File: src/rtl/viterbi_decoder_pkg.sv
// Shared constants, types and helpers for the K=4, rate-1/2 Viterbi decoder.
// Build option: VITERBI_NORM_EN selects 6-bit normalised path metrics;
// when undefined, metrics are 12-bit saturating with no normalisation.
package viterbi_decoder_pkg;

  localparam int NUM_STATES = 8;
  localparam int TB_DEPTH   = 15;

  // Generator masks applied to {u, s2, s1, s0}.
  localparam logic [3:0] G0_MASK = 4'b1111;
  localparam logic [3:0] G1_MASK = 4'b1101;

  localparam int PM_INIT = 16;

`ifdef VITERBI_NORM_EN
  localparam int PM_W = 6;
`else
  localparam int PM_W = 12;
`endif

  localparam int PM_MAX = (1 << PM_W) - 1;

  typedef logic [2:0]      state_t;
  typedef logic [PM_W-1:0] metric_t;
  typedef logic [1:0]      bm_t;

  // Encoder output {c0, c1} for input bit u leaving state s.
  function automatic logic [1:0] enc_out(input logic u, input state_t s);
    logic [3:0] r;
    r = {u, s};
    return {^(r & G0_MASK), ^(r & G1_MASK)};
  endfunction

  // Hamming distance between two 2-bit symbols.
  function automatic bm_t hamming2(input logic [1:0] a, input logic [1:0] b);
    logic [1:0] x;
    x = a ^ b;
    return bm_t'(x[0]) + bm_t'(x[1]);
  endfunction

  // Metric plus branch metric, clamped at the largest representable metric.
  function automatic metric_t sat_add(input metric_t a, input bm_t b);
    logic [PM_W:0] s;
    s = {1'b0, a} + (PM_W+1)'(b);
    if (s > (PM_W+1)'(PM_MAX)) begin
      return metric_t'(PM_MAX);
    end
    return s[PM_W-1:0];
  endfunction

endpackage

File: src/rtl/viterbi_decoder_acs.sv
// Add-compare-select cell for one next state.
// Metric width follows VITERBI_NORM_EN through the shared package.
// Candidate 0 comes from the predecessor ending in 0; it wins ties.
module viterbi_acs
  import viterbi_decoder_pkg::*;
(
  input  logic [PM_W-1:0] pm0_i,
  input  logic [PM_W-1:0] pm1_i,
  input  logic [1:0]      bm0_i,
  input  logic [1:0]      bm1_i,
  output logic [PM_W-1:0] pm_o,
  output logic            dec_o
);

  metric_t cand0;
  metric_t cand1;

  // Add both branches, keep the strictly smaller one (ties go to predecessor 0).
  always_comb begin
    cand0 = sat_add(pm0_i, bm0_i);
    cand1 = sat_add(pm1_i, bm1_i);
    dec_o = (cand1 < cand0);
    pm_o  = dec_o ? cand1 : cand0;
  end

endmodule

File: src/rtl/viterbi_decoder.sv
// Hard-decision Viterbi decoder, K=4, rate 1/2, generators 1111/1101.
// Register-exchange survivors, 15 symbols deep, continuous decoding.
// Build option: VITERBI_NORM_EN subtracts the minimum new metric after
// every ACS step (6-bit metrics); otherwise 12-bit saturating metrics.
// Handshake: a symbol on Rx is consumed on every rising edge of clock
// where seqrdy=1 and reset=0; oen=1 marks Dx as a valid decoded bit,
// and both outputs hold while seqrdy=0.
module viterbi_decoder
  import viterbi_decoder_pkg::*;
(
  input  logic       clock,
  input  logic       reset,
  input  logic [1:0] Rx,
  input  logic       seqrdy,
  output logic       Dx,
  output logic       oen
);

  metric_t             pm_q   [NUM_STATES];
  metric_t             pm_d   [NUM_STATES];
  logic [TB_DEPTH-1:0] path_q [NUM_STATES];
  logic [TB_DEPTH-1:0] path_d [NUM_STATES];
  logic [3:0]          cnt_q;
  logic [3:0]          cnt_d;

  bm_t                 bm0    [NUM_STATES];
  bm_t                 bm1    [NUM_STATES];
  metric_t             acs_pm [NUM_STATES];
  logic                acs_dec[NUM_STATES];

  state_t              min_state;

  // Branch metrics for both transitions into each next state.
  always_comb begin
    for (int i = 0; i < NUM_STATES; i++) begin
      state_t ns;
      state_t p0;
      state_t p1;
      ns     = state_t'(i);
      p0     = {ns[1:0], 1'b0};
      p1     = {ns[1:0], 1'b1};
      bm0[i] = hamming2(Rx, enc_out(ns[2], p0));
      bm1[i] = hamming2(Rx, enc_out(ns[2], p1));
    end
  end

  // One ACS cell per next state, fed from its two predecessors.
  for (genvar g = 0; g < NUM_STATES; g++) begin : g_acs
    localparam int P0 = (g % 4) * 2;
    localparam int P1 = P0 + 1;
    viterbi_acs u_acs (
      .pm0_i (pm_q[P0]),
      .pm1_i (pm_q[P1]),
      .bm0_i (bm0[g]),
      .bm1_i (bm1[g]),
      .pm_o  (acs_pm[g]),
      .dec_o (acs_dec[g])
    );
  end

`ifdef VITERBI_NORM_EN
  metric_t min_new;

  // Rebase all new metrics on the smallest so 6 bits never overflow.
  always_comb begin
    min_new = acs_pm[0];
    for (int i = 1; i < NUM_STATES; i++) begin
      if (acs_pm[i] < min_new) begin
        min_new = acs_pm[i];
      end
    end
    for (int i = 0; i < NUM_STATES; i++) begin
      pm_d[i] = acs_pm[i] - min_new;
    end
  end
`else
  // Metrics are wide enough that saturation in the adders suffices.
  always_comb begin
    for (int i = 0; i < NUM_STATES; i++) begin
      pm_d[i] = acs_pm[i];
    end
  end
`endif

  // Register exchange: copy the winning predecessor's path and append u.
  always_comb begin
    for (int i = 0; i < NUM_STATES; i++) begin
      state_t ns;
      state_t sel;
      ns        = state_t'(i);
      sel       = {ns[1:0], acs_dec[i]};
      path_d[i] = {path_q[sel][TB_DEPTH-2:0], ns[2]};
    end
  end

  // Accepted-symbol counter, saturating once the pipeline is full.
  always_comb begin
    cnt_d = (cnt_q == 4'd15) ? cnt_q : cnt_q + 4'd1;
  end

  // Metric, survivor and counter state; reset wins over seqrdy.
  always_ff @(posedge clock) begin
    if (reset) begin
      for (int i = 0; i < NUM_STATES; i++) begin
        pm_q[i]   <= (i == 0) ? '0 : metric_t'(PM_INIT);
        path_q[i] <= '0;
      end
      cnt_q <= '0;
    end else if (seqrdy) begin
      for (int i = 0; i < NUM_STATES; i++) begin
        pm_q[i]   <= pm_d[i];
        path_q[i] <= path_d[i];
      end
      cnt_q <= cnt_d;
    end
  end

  // Best state from registered metrics; lowest index wins a tie.
  always_comb begin
    metric_t best;
    best      = pm_q[0];
    min_state = '0;
    for (int i = 1; i < NUM_STATES; i++) begin
      if (pm_q[i] < best) begin
        best      = pm_q[i];
        min_state = state_t'(i);
      end
    end
  end

  // Outputs come straight from registered state.
  always_comb begin
    Dx  = path_q[min_state][TB_DEPTH-1];
    oen = (cnt_q == 4'd15);
  end

endmodule

File: config.mk
export PLATFORM = sky130hd
export DESIGN_NAME = viterbi_decoder
export DESIGN_NICKNAME = d
export VERILOG_FILES = /design/src/rtl/viterbi_decoder_pkg.sv /design/src/rtl/viterbi_decoder_acs.sv /design/src/rtl/viterbi_decoder.sv
export SDC_FILE = /design/constraint.sdc
export NUM_CORES = 1
export LEC_CHECK = 0
export ABC_AREA = 1
export BUFFER_PORTS_ARGS = -buffer_cell sky130_fd_sc_hd__clkbuf_2
export CORE_MARGIN = 4
export CORE_UTILIZATION = 40
export DETAILED_ROUTE_END_ITERATION = 7
export GPL_TIMING_DRIVEN = 0
export PLACE_DENSITY = 0.58
export RECOVER_POWER = 25
export SLEW_MARGIN = 20
export SYNTH_ARGS = -nofsm -noshare
export SYNTH_HDL_FRONTEND = slang
export SYNTH_SLANG_ARGS = --single-unit
File: constraint.sdc
create_clock -name clock -period 12.73 [get_ports clock]
set_input_delay 1.9095 -clock clock [delete_from_list [all_inputs] [get_ports clock]]
set_output_delay 1.9095 -clock clock [all_outputs]
set_load 0.01 [all_outputs]
# Word level (Yosys, flattened, before mapping)
# Memory sizes are Yosys's and may differ from the RTL's.
# Index checks and enable logic that the tools add are counted.
# op_classes
n_addsub	21
mul	0
div_mod_pow	0
magnitude_cmp	31
eq_ne	1
n_shift	0
muxes	90
bitwise	20
n_reduce_logical	1
# op_table
cell	count
12-bit 2-to-1 mux	54
12-bit by 2-bit adder with 13-bit output	16
13-bit by 12-bit greater-than comparator with 1-bit output, second input constant	16
12-bit < comparator	15
15-bit 2-to-1 mux	8
1-bit 2-to-1 mux	22
3-bit 2-to-1 mux	6
1-bit OR	16
1-bit by 1-bit adder with 2-bit output	4
4-bit by 1-bit adder with 4-bit output, second input constant	1
4-bit equality test, second input constant	1
1-bit NOT	3
2-bit NOT	1
2-bit AND reduction	1
# totals
reg_bits	4
latch_bits	0
ram_bits	216
mem_bits_ro	0
in_bits	5
out_inout_bits	2
wordCells	167
mem_count	2
# memory_table
memory	depth	width	rd	rd_clocked_by_memory_dff	wr	line	source
path_q	8	15	9	0	8	viterbi_decoder.sv:21	logic [TB_DEPTH-1:0] path_q [NUM_STATES];
pm_q	8	12	8	0	8	viterbi_decoder.sv:19	metric_t pm_q [NUM_STATES];

# Depth between registers and ports, before layout
# An unclocked memory read counts as a cell.
# logic_depth
word_depth	16
depth_mapped	74
depth_no_buf	67

# Hierarchy
# From an unflattened synthesis, not the netlist that was laid out.
# unflattened
hier_cells	2884
area_unflattened_um2	20836.2
# modules_own_cells
mod	n_inst	cells_each	area_per_inst_um2	seq_area_each_um2
viterbi_decoder	1	1275	11438.5	6195.9
viterbi_acs at g_acs[1].u_acs ...	6	200	1176.1	0.0
viterbi_acs at g_acs[0].u_acs	1	201	1174.9	0.0
viterbi_acs at g_acs[7].u_acs	1	208	1166.1	0.0

# Least setup slack after synthesis
# No wires, ideal clock.
# synth_path
path_kind	reg2out
start	memory pm_q[0][4] (netlist name)
end	output port Dx
arrival_ps	10078
required_time_ps	10820
path_slack_ps	743
path_stages_with_launch	59
cell_sequence	edfxtp_1 clkbuf_1 inv_1 ha_1 a21oi_4 nor2_2 nor2_4 nand2_2 clkbuf_1 o21ai_0 ha_1 a21oi_1 nor2_1 a211oi_1 nand3_4 buf_2 o21ai_0 ha_1 (+23 left out) nand3_1 a31oi_1 a2111oi_0 nand2_2 buf_2 nand2_1 o21ai_0 ha_1 a21oi_1 nor2_1 a211oi_1 o221a_2 nand2_4 nand2_4 nand2_1 nand3_1 nand3_1 nand2_1
# synth_rtl
element	line	source
from (decl)	viterbi_decoder.sv:19	
to (decl)	viterbi_decoder.sv:15	output logic Dx,

==> results_dict.tcl <==
set metrics [dict create \
    yosysTopAreaCell "edfxtp_1" \
    num-nets-final 2781 \
    endpoint_kind "primary output" \
    clk_latency_ns 0.57 \
    port_buffers 6 \
    async_flop_share_pct 0 \
    slowest_delay_ns 0.41 \
    post-place-ws_ns -2.35 \
    antenna_left 0 \
    cap_viol_max_count 2 \
    die_height_um 222 \
    h-tree-depth 1 \
    final.period_utilization_pct 95.9 \
    worstPathArrival_ns 10.30 \
    ys_warn_count 0 \
    start_util_pct 40.4 \
    fmax_mhz 81.9 \
    yosys_most_used_dff "edfxtp_1" \
    period_needed_ns 12.21 \
    layout_setup_ws_ns 0.520 \
    synth_seq_cells 208 \
    crit_type "reg2out" \
    grt_pass1_wl_um 96200 \
    grt_start_max_net_pins 57 \
    place_hpwl_um 49300 \
    track_usage_pct 24.7 \
    drtPass1Iterations 6 \
    grt_use_met2_pct 40.9 \
    startpoint_type "flip-flop" \
    post_synth.cell_area_avg_um2 7.39 \
    synth_cell_type_count 42 \
    grt-ovfl-total 0 \
    cts.sinks 208 \
    antenna_cells 0 \
    violations "max-capacitance violations, max-slew violations" \
    critical_path.max_fanout 10 \
    ios 7 \
    avgRoutedWirePerCell_um 19.9 \
    num_vias 17600 \
    synth_nets 2683 \
    fp-row-count 78 \
    hold_viol 0 \
    globalplace.congestion 0.940 \
    die_x_um 222 \
    area_delta_synth_final_pct 13.9 \
    core_mm2 0.0453 \
    hold_buffers 0 \
    clockBufferDepth 3 \
    cts_tree "yes" \
    worst_pin_slew_ns 3.19 \
    use_met3_pct 2.75 \
    crit_path_frequent_cell "buf_4" \
    antenna_found_initial 0 \
    via_per_inst 5.51 \
    synth_top_cell_area_share_pct 33.3 \
    drtIter0Drc 1646 \
    hold_class "reg2reg" \
    synth_cells 2472 \
    path_clk_slew_ns 0.06 \
    cp_data_required_time_ns 10.82 \
    synth.top_cells.by_count "431 x nand2_1, 361 x nor2_1, 338 x o21ai_0" \
    nFillCells 4606 \
    maxSlewHeadroom_pct -112 \
    synth.area.top_cells "edfxtp_1 33%, ha_1 13%, o21ai_0 9.3%, nand2_1 8.9%, nor2_1 7.4%" \
    drv_slew 108 \
    ys_seq_area_share_pct 33.9 \
    fin_skew_ns 0.0133 \
    outcome "complete, but fails checks" \
    syn_area_mm2 0.0183 \
    drcViolationCount 0 \
    cts_root_buffer "clkbuf_16" \
    drive_gt1_share_pct 9.90 \
    r2r_slack_ns 7.77 \
    dieArea_mm2 0.0492 \
    grtUsageMet1_pct 35.0 \
    wl_um 63300 \
    setup_viol 0 \
    synth_most_common_cell "nand2_1" \
    busiest_layer "met2" \
    min_path_cells 2 \
    grt_pass1_vias 16500 \
    cts_buffers 25 \
    rr_worst_depth 18 \
    critical-path-slowest-cell "edfxtp_1" \
    synth_edf_count 203 \
]
==> final cells by class <==
cell class | count | area [µm²] | area share [%]
buffer | 71 | 377 | 1.81
clock buffer | 27 | 633 | 3.04
clock inverter | 16 | 158 | 0.757
inverter | 289 | 1090 | 5.26
multi-input combinational | 1902 | 11000 | 53.0
sequential | 208 | 6200 | 29.8
tap | 600 | 751 | 3.61
timing repair buffer | 73 | 567 | 2.72
==> kinds of logic after synthesis <==
| group | after synthesis | synth area share, % |
|---|---|---|
| XOR/XNOR | 31 | 1.49 |
| AND/OR/NAND/NOR | 1069 | 25.1 |
| flip-flops | 208 | 33.9 |
| AO/OA/AOI/OAI | 595 | 17.1 |
| adder cells (fa/ha/maj) | 206 | 14.8 |
| buffers and inverters | 362 | 7.62 |
| other | 1 | 0.0205 |
==> metrics by stage <==
stage	cell area [µm²]	setup TNS, ns	hold WS, ns	utilization [%]	std cells
5_1_grt	20800	-0.0646	0.523	46.0	3186
6_report	20800	0	0.486	46.0	3186
3_3_place_gp	19100	-2.21	0.467	42.1	3078
4_1_cts	20300	0	0.484	44.9	3152
3_5_place_dp	19200	-2.35	0.475	42.3	3082
2_1_floorplan	18300	0	0.445	-	2472
==> critical path: cells and delay by family, from the launching register on <==
kind / cells / cell delay (ns)
AOI/OAI and AO/OA: 16 / 2.47
DFF: 1 / 0.41
adders and majority gates: 6 / 1.66
buffers and inverters: 18 / 2.47
and+or+nand+nor: 30 / 2.70
==> layout by cell type, fill, tap and decap left out, drive strengths merged <==
cell      synthesis  final
nor2            366    366
xor2             25     25
a21o              4      4
clkinv            7     17
o22ai             1      1
nand3b            1      1
clkinvlp          0      2
o221a             9      9
a2111oi           1      1
edfxtp          203    203
dfxtp             5      5
bufinv            0      2
buf              13     79
nor4             12     12
nand4            44     44
a31oi            10     10
nand2           460    460
o31ai             3      3
a21oi           209    209
conb              1      1
fa               16     16
ha              190    190
or2              22     22
o211ai            7      7
inv             282    284
a211oi           13     13
nor3             39     39
o21ai           338    338
clkbuf           60     92
nand3           125    125
xnor2             6      6
==> worst paths after layout <==
kind | end | startpoint
min | path_q[4][0] | path_q[4][0]
max | Dx | pm_q[0][11]
max reg2reg | path_q[6][7] | pm_q[1][5]
min reg2reg | path_q[4][0] | path_q[4][0]
==> sequential cells by signal, indices dropped and copies added (netlist names) <==
register and cells:
cnt_q 4, path_q 108, pm_q 96
==> layer usage <==
metal / vias to the layer above / part of all wire [%]
li1: 8650 / -
met1: 8277 / 45
met2: 546 / 46
met3: 84 / 6.1
met4: 0 / 2.4
met5: - / 0
==> timing repair <==
action / 4_1_cts / 5_1_grt
pin swaps: 9 / 23
buffers inserted: 29 / 31
gates cloned: 0 / 3
setup endpoints to repair: 1 / 1
resized for setup: 82 / 63
Power is not shown: default switching activity piles up to over one toggle a cycle in this logic, so the estimate is an artifact.
